==> config.mk <==
export PLATFORM = sky130hd
export DESIGN_NAME = adder_share_sched
export DESIGN_NICKNAME = d
export VERILOG_FILES = /design/src/rtl/adder_share_sched.sv
export SDC_FILE = /design/constraint.sdc
export NUM_CORES = 1
export LEC_CHECK = 0
export BUFFER_PORTS_ARGS = -buffer_cell sky130_fd_sc_hd__buf_2
export CAP_MARGIN = 20
export CORE_UTILIZATION = 25
export DETAILED_ROUTE_END_ITERATION = 16
export PLACE_DENSITY_LB_ADDON = 0.05
export SYNTH_ARGS = -nofsm -noshare
export SYNTH_HDL_FRONTEND = slang
export SYNTH_SLANG_ARGS = --single-unit
==> constraint.sdc <==
create_clock -name clk -period 5 [get_ports clk]
set_input_delay 0 -clock clk [delete_from_list [all_inputs] [get_ports clk]]
set_output_delay 0 -clock clk [all_outputs]
set_load 0.05 [all_outputs]
==> src/rtl/adder_share_sched.sv <==
// -----------------------------------------------------------------------------
// adder_share_sched
//   Round-robin scheduler that time-shares one external combinational
//   carry-lookahead adder among N_REQ requesters. The winner's operands are
//   registered into the adder, the sum is captured one cycle later, and it is
//   returned on a tagged valid/ready result channel.
//
// Parameters
//   N_REQ  number of requesters (>=1)
//   WIDTH  operand/sum width, equal to the shared adder's width
//   IDW    requester-id width (derived, min 1)
//
// Ports
//   clk, rst_n              clock, asynchronous active-low reset
//   req_valid/req_ready     per-requester handshake (req_ready is one-hot)
//   req_a/req_b/req_c_in    packed operands, requester i at [i*WIDTH +: WIDTH]
//   a, b, c_in              registered operands driving the shared adder
//   out, c_out              combinational result from the shared adder
//   rsp_valid/rsp_ready     result handshake
//   rsp_id/rsp_sum/rsp_c_out  tagged captured result
//
// Optional feature (macro ADD_SCHED_STATS_EN)
//   op_count  16-bit wrapping count of result handshakes
//   ovf_seen  sticky flag, set when a handed-off result had rsp_c_out=1
// -----------------------------------------------------------------------------
module adder_share_sched #(
  parameter int N_REQ = 4,
  parameter int WIDTH = 16,
  localparam int IDW  = (N_REQ > 1) ? $clog2(N_REQ) : 1
) (
  input  logic                   clk,
  input  logic                   rst_n,
  input  logic [N_REQ-1:0]       req_valid,
  output logic [N_REQ-1:0]       req_ready,
  input  logic [N_REQ*WIDTH-1:0] req_a,
  input  logic [N_REQ*WIDTH-1:0] req_b,
  input  logic [N_REQ-1:0]       req_c_in,
  output logic [WIDTH-1:0]       a,
  output logic [WIDTH-1:0]       b,
  output logic                   c_in,
  input  logic [WIDTH-1:0]       out,
  input  logic                   c_out,
  output logic                   rsp_valid,
  input  logic                   rsp_ready,
  output logic [IDW-1:0]         rsp_id,
  output logic [WIDTH-1:0]       rsp_sum,
  output logic                   rsp_c_out
`ifdef ADD_SCHED_STATS_EN
  ,
  output logic [15:0]            op_count,
  output logic                   ovf_seen
`endif
);

  typedef enum logic [1:0] {IDLE, CALC, RESP} state_t;

  state_t          state, state_nxt;
  logic [IDW-1:0]  rr_ptr;      // last winner; search starts just after it
  logic [IDW-1:0]  tag;         // id of the operation currently in the adder
  logic [IDW-1:0]  grant_idx;
  logic [IDW-1:0]  cand;
  logic            grant_found;
  logic            accept;

  // Cyclic search for the first valid requester after the last winner.
  // NOTE: every variable assigned in a combinational block gets a default
  // first, otherwise a path that skips the assignment infers a latch.
  always_comb begin
    grant_found = 1'b0;
    grant_idx   = '0;
    cand        = '0;
    for (int k = 1; k <= N_REQ; k++) begin
      cand = IDW'((int'(rr_ptr) + k) % N_REQ);
      if (!grant_found && req_valid[cand]) begin
        grant_found = 1'b1;
        grant_idx   = cand;
      end
    end
  end

  // State register.
  // NOTE: sequential state uses non-blocking assignments so every register
  // samples pre-edge values regardless of process evaluation order.
  always_ff @(posedge clk or negedge rst_n) begin
    if (!rst_n) state <= IDLE;
    else        state <= state_nxt;
  end

  // Next-state logic.
  always_comb begin
    state_nxt = state;
    unique case (state)
      IDLE:    state_nxt = accept ? CALC : IDLE;
      CALC:    state_nxt = RESP;
      RESP:    if (accept)         state_nxt = CALC;
               else if (rsp_ready) state_nxt = IDLE;
      default: state_nxt = IDLE;
    endcase
  end

  // Output logic. A new operation is accepted while idle, or in the same
  // cycle the pending result is handed off. Gating with rst_n keeps the
  // grant low while reset is asserted even if requests are pending.
  always_comb begin
    accept    = rst_n && grant_found &&
                ((state == IDLE) || ((state == RESP) && rsp_ready));
    req_ready = '0;
    if (accept) req_ready[grant_idx] = 1'b1;
    rsp_valid = (state == RESP);
  end

  // Datapath. a/b/c_in change only on accept so the shared adder's inputs
  // stay quiet between operations.
  always_ff @(posedge clk or negedge rst_n) begin
    if (!rst_n) begin
      a         <= '0;
      b         <= '0;
      c_in      <= 1'b0;
      tag       <= '0;
      rr_ptr    <= IDW'(N_REQ - 1);
      rsp_id    <= '0;
      rsp_sum   <= '0;
      rsp_c_out <= 1'b0;
    end else begin
      if (accept) begin
        a      <= req_a[int'(grant_idx)*WIDTH +: WIDTH];
        b      <= req_b[int'(grant_idx)*WIDTH +: WIDTH];
        c_in   <= req_c_in[grant_idx];
        tag    <= grant_idx;
        rr_ptr <= grant_idx;
      end
      if (state == CALC) begin
        rsp_sum   <= out;
        rsp_c_out <= c_out;
        rsp_id    <= tag;
      end
    end
  end

`ifdef ADD_SCHED_STATS_EN
  always_ff @(posedge clk or negedge rst_n) begin
    if (!rst_n) begin
      op_count <= '0;
      ovf_seen <= 1'b0;
    end else if (rsp_valid && rsp_ready) begin
      op_count <= op_count + 16'd1;
      if (rsp_c_out) ovf_seen <= 1'b1;
    end
  end
`endif

endmodule

==> out/metrics.yaml, run 1 <==
sta:
  period_needed_ns: 3.505
  fmaxAchievable_ghz: 0.2853
  tns_ns: 0
  setup_violations: 0
  clock_skew_ns: 0.003555
  worst_slew_pin_slew_ns: 0.9143
  rsz0062_at_grt: "no"
  timing.slew.headroom: 0.3904
  finalHoldViolCount: 0
  holdWs_ns: 0.01557
  slew_violations: 0
  period_share: 0.7010
synthesis:
  synth_ff_type: "dfrtp_1"
  ys_types: 35
  ys_warn_count: 0
  synth_commonest_cells: "dfrtp_1 (56), nand2_1 (36), and3_1 (33), mux2i_1 (33), o21ai_1 (31)"
  synthTopCellsByArea: "dfrtp_1 (39%), o211ai_2 (11%), mux2i_1 (9.3%)"
  synth_cells: 342
  synth-seq-cells: 58
  syn_area_um2: 3557
  postSynthNetCount: 498
  synth_top_area_share: 0.3940
  yosysSeqAreaShare: 0.4087
  syn_avg_cell_area_um2: 10.40
  synth.most_common_cell: "dfrtp_1"
  synth_enable_flop_cells: 0
  async_reset_ff_frac: 1.000
  synth.largest_area_cell: "dfrtp_1"
placement:
  numPortBuffers: 212
  dp_hpwl_um: 7462
  gp_congestion: 0.7346
die:
  die_y_um: 121.3
  num_rows: 43
  start_util: 0.2563
  io_pins: 213
  die_x_um: 121.3
  die-area_um2: 14710
  coreArea_um2: 13880
route:
  wirelength_um: 11610
  viasPerCell: 4.532
  vias: 3666
  firstDrtPassIters: 4
  wire_per_inst_um: 14.35
  antenna_left: 0
  drt_iter0_drc: 100
  remaining_drc_errors: 0
cts:
  clk_latency_ns: 0.33
  cts_root_buf: "clkbuf_16"
  clk_pin_slew_ns: 0.05
  tritoncts: "done"
  cts_max_level: 3
  clockBufferDepth: 2
  cts_made_buffers: 9
  cts_sinks: 58
  post_cts_buffers: 0
  ctsResizeCount: 0
layout:
  regArea_um2: 1454
  fillers: 1408
  n_antenna_cell: 0
  multi_input_area_um2: 1901
  drive_gt1_frac: 0.4626
  fin_util: 0.4208
  nets: 780
  syn_to_final_growth_pct: 64.19
worst_setup_path:
  r2r_end: "a[0]"
  r2r_start: "rr_ptr[1]"
  cp.arrival_ns: 3.70
  required_ns: 5.19
  worstSetupEndpointType: "flop"
  cp-start-kind: "flop"
  crit_type: "flop to flop"
  reg2reg_slack_ns: 1.50
  path_max_fanout: 68
  critPathLaunch: "rr_ptr[1]"
  r2r_cells: 8
power:
  p_comb_frac: 0.562
  swShare: 0.4813
  cellPowerDensity_nw_per_um2: 560.4
  p_seq_frac: 0.244
  p_leak_nw: 2.999
  p_sw_mw: 1.575
  p_int_mw: 1.698
  power.share.clock: 0.195
  ir_drop_v: 0.0002043
global_routing:
  grt_pass1_vias: 3721
  grt_max_degree: 69
  overflow: 0
  grt_usage: 0.1618
  grt_pass1_wl_um: 18220
  grt_antenna_before_repair: 0
worst_hold_path:
  holdPathStages: 3
  hold_path.class: "primary input to flop"
  min_to: "a[4]"
  hold_start: "req_a[52]"
flow_run:
  cap_viol_max_count: 0
outcome:
  status: "complete, no violations"
-- layer usage --
metal | track usage | up-vias | wire, um | share of wire
met4 | 0.07253 | 0 | 208 | 0.018
li1 | - | 1807 | - | -
met1 | 0.1873 | 1701 | 4946 | 0.43
met2 | 0.2802 | 145 | 5643 | 0.49
met5 | 0 | - | 0 | 0
met3 | 0.03900 | 13 | 812 | 0.070
-- area by class of cell --
| type | instances | share of cell area |
|---|---|---|
| Clock buffer | 11 | 0.04327 |
| Clock inverter | 5 | 0.008997 |
| Inverter | 5 | 0.003213 |
| Multi-Input combinational cell | 249 | 0.3254 |
| Sequential cell | 58 | 0.2489 |
| Tap cell | 180 | 0.03856 |
| Timing Repair Buffer | 301 | 0.3316 |
-- power groups by stage --
stage / combinational, mW / sequential [mW] / clock [mW]
after floorplan: 0.664 / 1.51 / 0
after global placement: 1.73 / 0.800 / 0
after detailed placement: 1.74 / 0.802 / 0
after CTS: 1.86 / 0.797 / 0.661
after global routing: 1.97 / 0.827 / 0.681
final: 1.84 / 0.797 / 0.637
-- sequential cells by signal (all words and copies together), names as in the netlist --
register and count:
a 16, b 16, rsp_sum 16, rr_ptr 2, rsp_id 2, state 2, tag 2, c_in 1
rsp_c_out 1
-- worst max-delay path: stages, from the launching register on --
cell and delay (ns):
dfstp_2 0.59, mux2_4 0.32, a22oi_2 0.11, buf_4 0.49
and2_2 0.44, buf_4 0.47, mux2i_1 0.23, dlygate4sd3_1 0.58
o211ai_2 0.07
-- cells by family after synthesis --
logic type             share of synthesized area
muxes                                     0.1541
DFF                                       0.4087
buffers and inverters                    0.06015
and+or+nand+nor                           0.1256
AOI/OAI and AO/OA                         0.2515
-- through the flow --
step	area [um^2]	setup slack, ns	cells	total power [mW]
final	5841	1.495	809	3.273
after global routing	5841	1.210	809	3.481
after CTS	5841	1.432	809	3.318
after detailed placement	4705	1.952	710	2.547
after global placement	4705	2.064	710	2.528
after floorplan	3557	2.407	342	2.171
-- cell usage in the layout (no fill, tap or decap), types with 2 or more instances in the layout --
cell and instances:
o21ai_0 6, dfrtp_1 56, o211ai_2 30, clkbuf_8 2, clkinv_2 3, nand2b_1 4
mux2i_1 33, o211ai_1 3, nor2b_1 2, and3_1 33, dlygate4sd3_1 83, dfstp_2 2
a21oi_1 2, nand2_1 36, a21boi_1 4, nor2_1 3, clkbuf_16 9, buf_2 212
o21ai_1 31, mux2_2 18, buf_4 6, a21boi_0 30, inv_1 4
-- how the worst max path moves through the flow --
stage / endpoint / slack [ns] / cells after the start
finish: a[0] / 1.50 / 8
floorplan: req_ready[0] / 2.41 / 6
global placement: a[1] / 2.06 / 7
global route: b[14] / 1.21 / 8
CTS: a[0] / 1.43 / 8
detailed placement: a[13] / 1.95 / 7
-- repair_timing --
item | 4_1_cts | 5_1_grt
setup endpoints to repair | 0 | 0
hold buffers | 83 | 0
hold endpoints to repair | 106 | 0
No activity file was read; power rests on OpenSTA's default activity.
==> inputs of run 2 (changes only) <==
--- a/config.mk
+++ b/config.mk
@@ -5,6 +5,7 @@
 export SDC_FILE = /design/constraint.sdc
 export NUM_CORES = 1
 export LEC_CHECK = 0
+export ABC_AREA = 1
 export BUFFER_PORTS_ARGS = -buffer_cell sky130_fd_sc_hd__buf_2
 export CAP_MARGIN = 20
 export CORE_UTILIZATION = 25
==> constraint.sdc (replaced) <==
create_clock -name clk -period 3.1 [get_ports clk]
set_input_delay 0 -clock clk [delete_from_list [all_inputs] [get_ports clk]]
set_output_delay 0 -clock clk [all_outputs]
set_load 0.05 [all_outputs]
==> out/metrics.yaml, run 2 <==
outcome:
  status: "finished, violations left"
  violations: "negative hold slack"
synthesis:
  synth_top_area_share: 0.3244  # -0.06959
  yosysSeqAreaShare: 0.3365  # -0.07220
  synth_enable_flop_cells: 0  # unchanged
  synth_commonest_cells: "nand2_1 (236), inv_1 (142), nand3_1 (72)"
  synth.most_common_cell: "nand2_1"
  synth_ff_type: "dfrtp_1"
  postSynthNetCount: 822  # +65%
  syn_area_um2: 4320  # +21%
  syn_avg_cell_area_um2: 6.487  # -38%
  synth.largest_area_cell: "dfrtp_1"
  async_reset_ff_frac: 1.000  # unchanged
  synthTopCellsByArea: "dfrtp_1 (32%), nand2_1 (21%), inv_1 (12%)"
  synth-seq-cells: 58  # unchanged
  ys_types: 26  # -26%
  synth_cells: 666  # +95%
  ys_warn_count: 0  # unchanged
worst_setup_path:
  worstSetupEndpointType: "output pin"
  crit_cells: 12  # +4
  slowest_stage: "dfstp_2"
  cp_num_buf_inv: 4  # +1
  critical_path.top_delay_family: "simple AND/OR/NAND/NOR gates"
  cp-start-kind: "flop"
  cp_common_cell: "nand2_1"
  crit_type: "flop to output pin"
  required_ns: 3.10  # -2.09 ns
  r2r_cells: 10  # +2
  max_stage_delay_ns: 0.64  # +0.05 ns
  crit_chain: "inv_4 > nand2_1 > nand2_1 > nand2_1 > nand2_2 > nor2_4 > nand3_4 > nand3_2 > buf_4 > inv_1 > nor3_1 > buf_2"
  cp.arrival_ns: 2.63  # -1.07 ns
  path_max_fanout: 31  # -54%
route:
  viasPerCell: 4.450  # -1.8%
  wirelength_um: 14840  # +28%
  drt_iter0_drc: 220  # +120%
  top_layer: "met4"
  wire_per_inst_um: 13.48  # -6.1%
  met1_length_um: 6522  # +32%
  firstDrtPassIters: 4  # unchanged
  wl_met3_um: 1130  # +39%
  wl_met2_um: 6967  # +23%
  vias: 4900  # +34%
  remaining_drc_errors: 0  # unchanged
  antenna_left: 0  # unchanged
die:
  coreArea_um2: 16700  # +20%
  io_pins: 213  # unchanged
  die-area_um2: 17810  # +21%
  start_util: 0.2587  # +0.002426
  die_x_um: 133.5  # +10%
  num_rows: 47  # +9.3%
  die_y_um: 133.5  # +10%
cts:
  clk_latency_ns: 0.33  # about the same
  cts_sinks: 58  # unchanged
  cts_made_buffers: 9  # unchanged
  cts_root_buf: "clkbuf_16"
  tritoncts: "done"
  clockBufferDepth: 2  # unchanged
  clk_pin_slew_ns: 0.05  # about the same
  post_cts_buffers: 0  # unchanged
  cts_max_level: 3  # unchanged
global_routing:
  grt_max_degree: 59  # -14%
  grt_antenna_before_repair: 1  # +1
  overflow: 0  # unchanged
  grt_usage: 0.1708  # +0.009049
  grt_pass1_vias: 4875  # +31%
  grt_pass1_wl_um: 23910  # +31%
layout:
  multi_input_area_um2: 2049  # +7.8%
  regArea_um2: 1454  # unchanged
  final_common_cell: "nand2_1"
  top_regs: "a x16, b x16, rsp_sum x16"
  drive_gt1_frac: 0.3148  # -0.1479
  syn_to_final_growth_pct: 39.24
  final_cell_mix: "nand2_1 (236), buf_2 (212), inv_1 (142), nand3_1 (72), nand4_1 (66)"
  fillers: 1840  # +31%
  nets: 1031  # +32%
sta:
  worst_slew_pin_slew_ns: 0.8455  # -0.06880 ns
  finalHoldViolCount: 48  # +48
  tns_ns: 0  # unchanged
  period_needed_ns: 2.626
  period_share: 0.8470
  fmaxAchievable_ghz: 0.3809
  holdWs_ns: -0.01269  # -0.02826 ns
  setup_violations: 0  # unchanged
  clock_skew_ns: 0.003771  # +0.0002159 ns
  timing.slew.headroom: 0.4349  # +0.04450
  slew_violations: 0  # unchanged
  rsz0062_at_grt: "no"
placement:
  dp_hpwl_um: 10860  # +46%
  numPortBuffers: 212  # unchanged
  gp_congestion: 0.8391  # +14%
worst_hold_path:
  hold_path.class: "primary input to async pin"
flow_run:
  cap_viol_max_count: 0  # unchanged
-- run 2: cell count changes after synthesis, moves of 8 or more --
cell / before / now
a21boi_0: 30 / 0
and3_1: 33 / 0
buf_2: 6 / 15
buf_4: 5 / 13
inv_1: 4 / 142
mux2i_1: 33 / 0
nand2_1: 36 / 236
nand3_1: 0 / 72
nand4_1: 0 / 66
o211ai_2: 30 / 0
o21ai_1: 31 / 1
-- run 2: repair_timing --
| item | in CTS | in global routing |
|---|---|---|
| hold buffers | 17 | 0 |
| gates resized for setup | 0 | 0 |
| hold endpoints to repair | 17 | 0 |
-- run 2: final cells by class --
cell class                 instances  share of cell area
timing repair buffer             242              0.2230
clock inverter                     4             0.01206
clock buffer                      12             0.04430
inverter                         147             0.09214
sequential                        58              0.2417
antenna                            1           0.0004160
multi-input combinational        417              0.3407
tap                              220             0.04576
-- run 2: per-layer routing --
| metal | vias up | track usage |
|---|---|---|
| met5 | - | 0 |
| met2 | 179 | 0.2937 |
| met4 | 0 | 0.05871 |
| li1 | 2480 | - |
| met1 | 2227 | 0.2057 |
| met3 | 14 | 0.04414 |
-- run 2: path summary, 6_finish.rpt --
kind | slack, ns | end | start
worst max-delay path | 0.47 | req_ready[2] | rr_ptr[0]
min in group clk | 0.03 | state[1] | rsp_ready
max in group asynchronous | 2.61 | rsp_sum[4] | rst_n
worst min-delay path | -0.01 | a[4] | rst_n
worst min register to register | 0.47 | a[13] | a[13]
worst max register to register | 0.61 | tag[1] | rr_ptr[0]
-- run 2: worst register-to-register path: cells and delay by family (launching register included) --
kind                   cells  cell delay, ns
AOI/OAI and AO/OA          1            0.12
buffers and inverters      1            0.66
DFF                        1            0.64
and+or+nand+nor            8            0.98
-- run 2: cell families after synthesis --
logic type      Yosys count  share of synthesized area
flops                    58                     0.3365
compound gates           10                    0.01680
mux                      17                    0.04431
simple gates            390                     0.4133
buf+inv                 191                     0.1891
-- run 2: stage by stage --
step / util / cell area (um^2) / hold slack (ns) / setup slack [ns] / cells
after floorplan: - / 4320 / -0.2956 / 0.4412 / 666
after global placement: 0.3296 / 5504 / 0.2317 / 0.6319 / 1067
after detailed placement: 0.3296 / 5504 / 0.2370 / 0.5608 / 1067
after CTS: 0.3601 / 6013 / 0.02243 / 0.4487 / 1100
after global routing: 0.3601 / 6013 / 0.05851 / 0.2430 / 1100
final: 0.3602 / 6016 / -0.01269 / 0.4744 / 1101
Power of run 2 is not shown: default switching activity piles up to over one toggle a cycle in this logic, so the estimate is an artifact.
==> inputs of run 3 (changes only) <==
==> constraint.sdc (replaced) <==
create_clock -name clk -period 2.42 [get_ports clk]
set_input_delay 0 -clock clk [delete_from_list [all_inputs] [get_ports clk]]
set_output_delay 0 -clock clk [all_outputs]
set_load 0.05 [all_outputs]
==> out/metrics.yaml, run 3 (synthesis results as in run 2) <==
sta:
  clock_skew_ns: 0.007239  # +0.003468 ns
  holdWs_ns: -0.01795  # -0.005258 ns
  fmaxAchievable_ghz: 0.4309
  finalHoldViolCount: 40  # -17%
  setup_ws_ns: 0.09922  # -0.3752 ns
  period_share: 0.9590
  slew_violations: 0  # unchanged
  rsz0062_at_grt: "yes"
  setup_violations: 0  # unchanged
  period_needed_ns: 2.321
  worst_slew_pin_slew_ns: 0.8285  # -0.01704 ns
  timing.slew.headroom: 0.4463  # +0.01139
global_routing:
  grt_pass1_wl_um: 23780  # -0.52%
  grt_max_degree: 59  # unchanged
  overflow: 0  # unchanged
  grt_antenna_before_repair: 0  # -1
  grt_usage: 0.1698  # -0.001005
  grt_pass1_vias: 4883  # +0.16%
layout:
  final_cell_mix: "nand2_1 (232), buf_2 (208), inv_1 (141), nand3_1 (72), nand4_1 (66)"
  syn_to_final_growth_pct: 42.75
  drive_gt1_frac: 0.3307  # +0.01594
  top_regs: "a x16, b x16, rsp_sum x16"
  instances_no_fill: 1109  # +0.73%
  fin_area_um2: 6167  # +2.5%
  fin_util: 0.3693  # +0.009065
  fillers: 1875  # +1.9%
  n_antenna_cell: 0  # -1
  final_common_cell: "nand2_1"
  nets: 1040  # +0.87%
worst_hold_path:
  hold_path.class: "primary input to async pin"
die:
  die_x_um: 133.5  # unchanged
  start_util: 0.2587  # unchanged
  die-area_um2: 17810  # unchanged
  num_rows: 47  # unchanged
  coreArea_um2: 16700  # unchanged
  io_pins: 213  # unchanged
  die_y_um: 133.5  # unchanged
route:
  antenna_left: 0  # unchanged
  vias: 4938  # +0.78%
  viasPerCell: 4.453  # about the same
  remaining_drc_errors: 0  # unchanged
  wirelength_um: 15140  # +2.0%
  wire_per_inst_um: 13.65  # +1.3%
  drt_iter0_drc: 192  # -13%
  firstDrtPassIters: 6  # +2
cts:
  cts_sinks: 58  # unchanged
  cts_made_buffers: 9  # unchanged
  cts_root_buf: "clkbuf_16"
  clk_latency_ns: 0.33  # about the same
  tritoncts: "done"
  clk_pin_slew_ns: 0.05  # about the same
  clockBufferDepth: 2  # unchanged
  cts_max_level: 3  # unchanged
outcome:
  status: "finished, violations left"
  violations: "negative hold slack"
worst_setup_path:
  path_max_fanout: 35  # +13%
  cp-start-kind: "flop"
  cp_num_buf_inv: 3  # -1
  crit_type: "flop to output pin"
  crit_chain: "inv_4 > nand2_1 > nand2_1 > nand2_2 > nand2_2 > nor2_4 > nand2_4 > nor2_4 > a21oi_4 > buf_12 > nor3_1 > buf_4"
  max_stage_delay_ns: 0.58  # -0.06 ns
  worstSetupEndpointType: "output pin"
  slowest_stage: "dfstp_2"
  critical_path.top_delay_family: "simple AND/OR/NAND/NOR gates"
  required_ns: 2.42  # -0.68 ns
  cp.arrival_ns: 2.32  # -0.31 ns
placement:
  dp_hpwl_um: 10570  # -2.7%
  placedCellCount: 1068  # +0.094%
  place_ws_ns: 0.1599  # -0.4009 ns
  gp_congestion: 0.8734  # +4.1%
  numPortBuffers: 212  # unchanged
  dpl_cell_area_um2: 5524  # +0.36%
flow_run:
  cap_viol_max_count: 0  # unchanged
run 3: per-layer routing:
metal / global-route usage / part of all wire
met1: 0.2085 / 0.45
met4: 0.06376 / 0.019
met2: 0.2867 / 0.46
met5: 0 / 0
met3: 0.04110 / 0.068
run 3: layout make-up:
cell class,instances,area [um^2],area share
Inverter,147,556.8,0.09028
Multi-Input combinational cell,417,2090,0.3388
Clock inverter,4,25.02,0.004058
Clock buffer,12,266.5,0.04321
Sequential cell,58,1454,0.2357
Tap cell,220,275.3,0.04463
Timing Repair Buffer,251,1500,0.2433
run 3: final timing paths:
path / startpoint / to / slack, ns / cells after the start
worst max register to register: rr_ptr[0] / a[6] / 0.14 / 14
max in group asynchronous: rst_n / tag[0] / 1.93 / 2
worst max-delay path: rr_ptr[0] / req_ready[0] / 0.1 / 12
worst min-delay path: rst_n / a[8] / -0.02 / 2
worst min register to register: a[13] / a[13] / 0.47 / 2
min in group clk: req_a[0] / a[0] / 0.05 / 7
run 3: what timing repair did:
| action | 4_1_cts | 5_1_grt |
|---|---|---|
| setup buffers | 2 | 3 |
| setup endpoints to repair | 4 | 34 |
| hold endpoints to repair | 18 | 0 |
| gates cloned | 1 | 1 |
| hold buffers | 18 | 0 |
| pin swaps | 0 | 2 |
| gates resized for setup | 8 | 13 |
run 3: through the flow:
step                setup TNS (ns)  hold slack (ns)
CTS                              0          0.01455
global route              -0.01057          0.05498
detailed placement               0           0.2355
floorplan                  -0.4777          -0.2956
global placement                 0           0.2322
finish                           0         -0.01795
Power of run 3 is left out for the same reason.
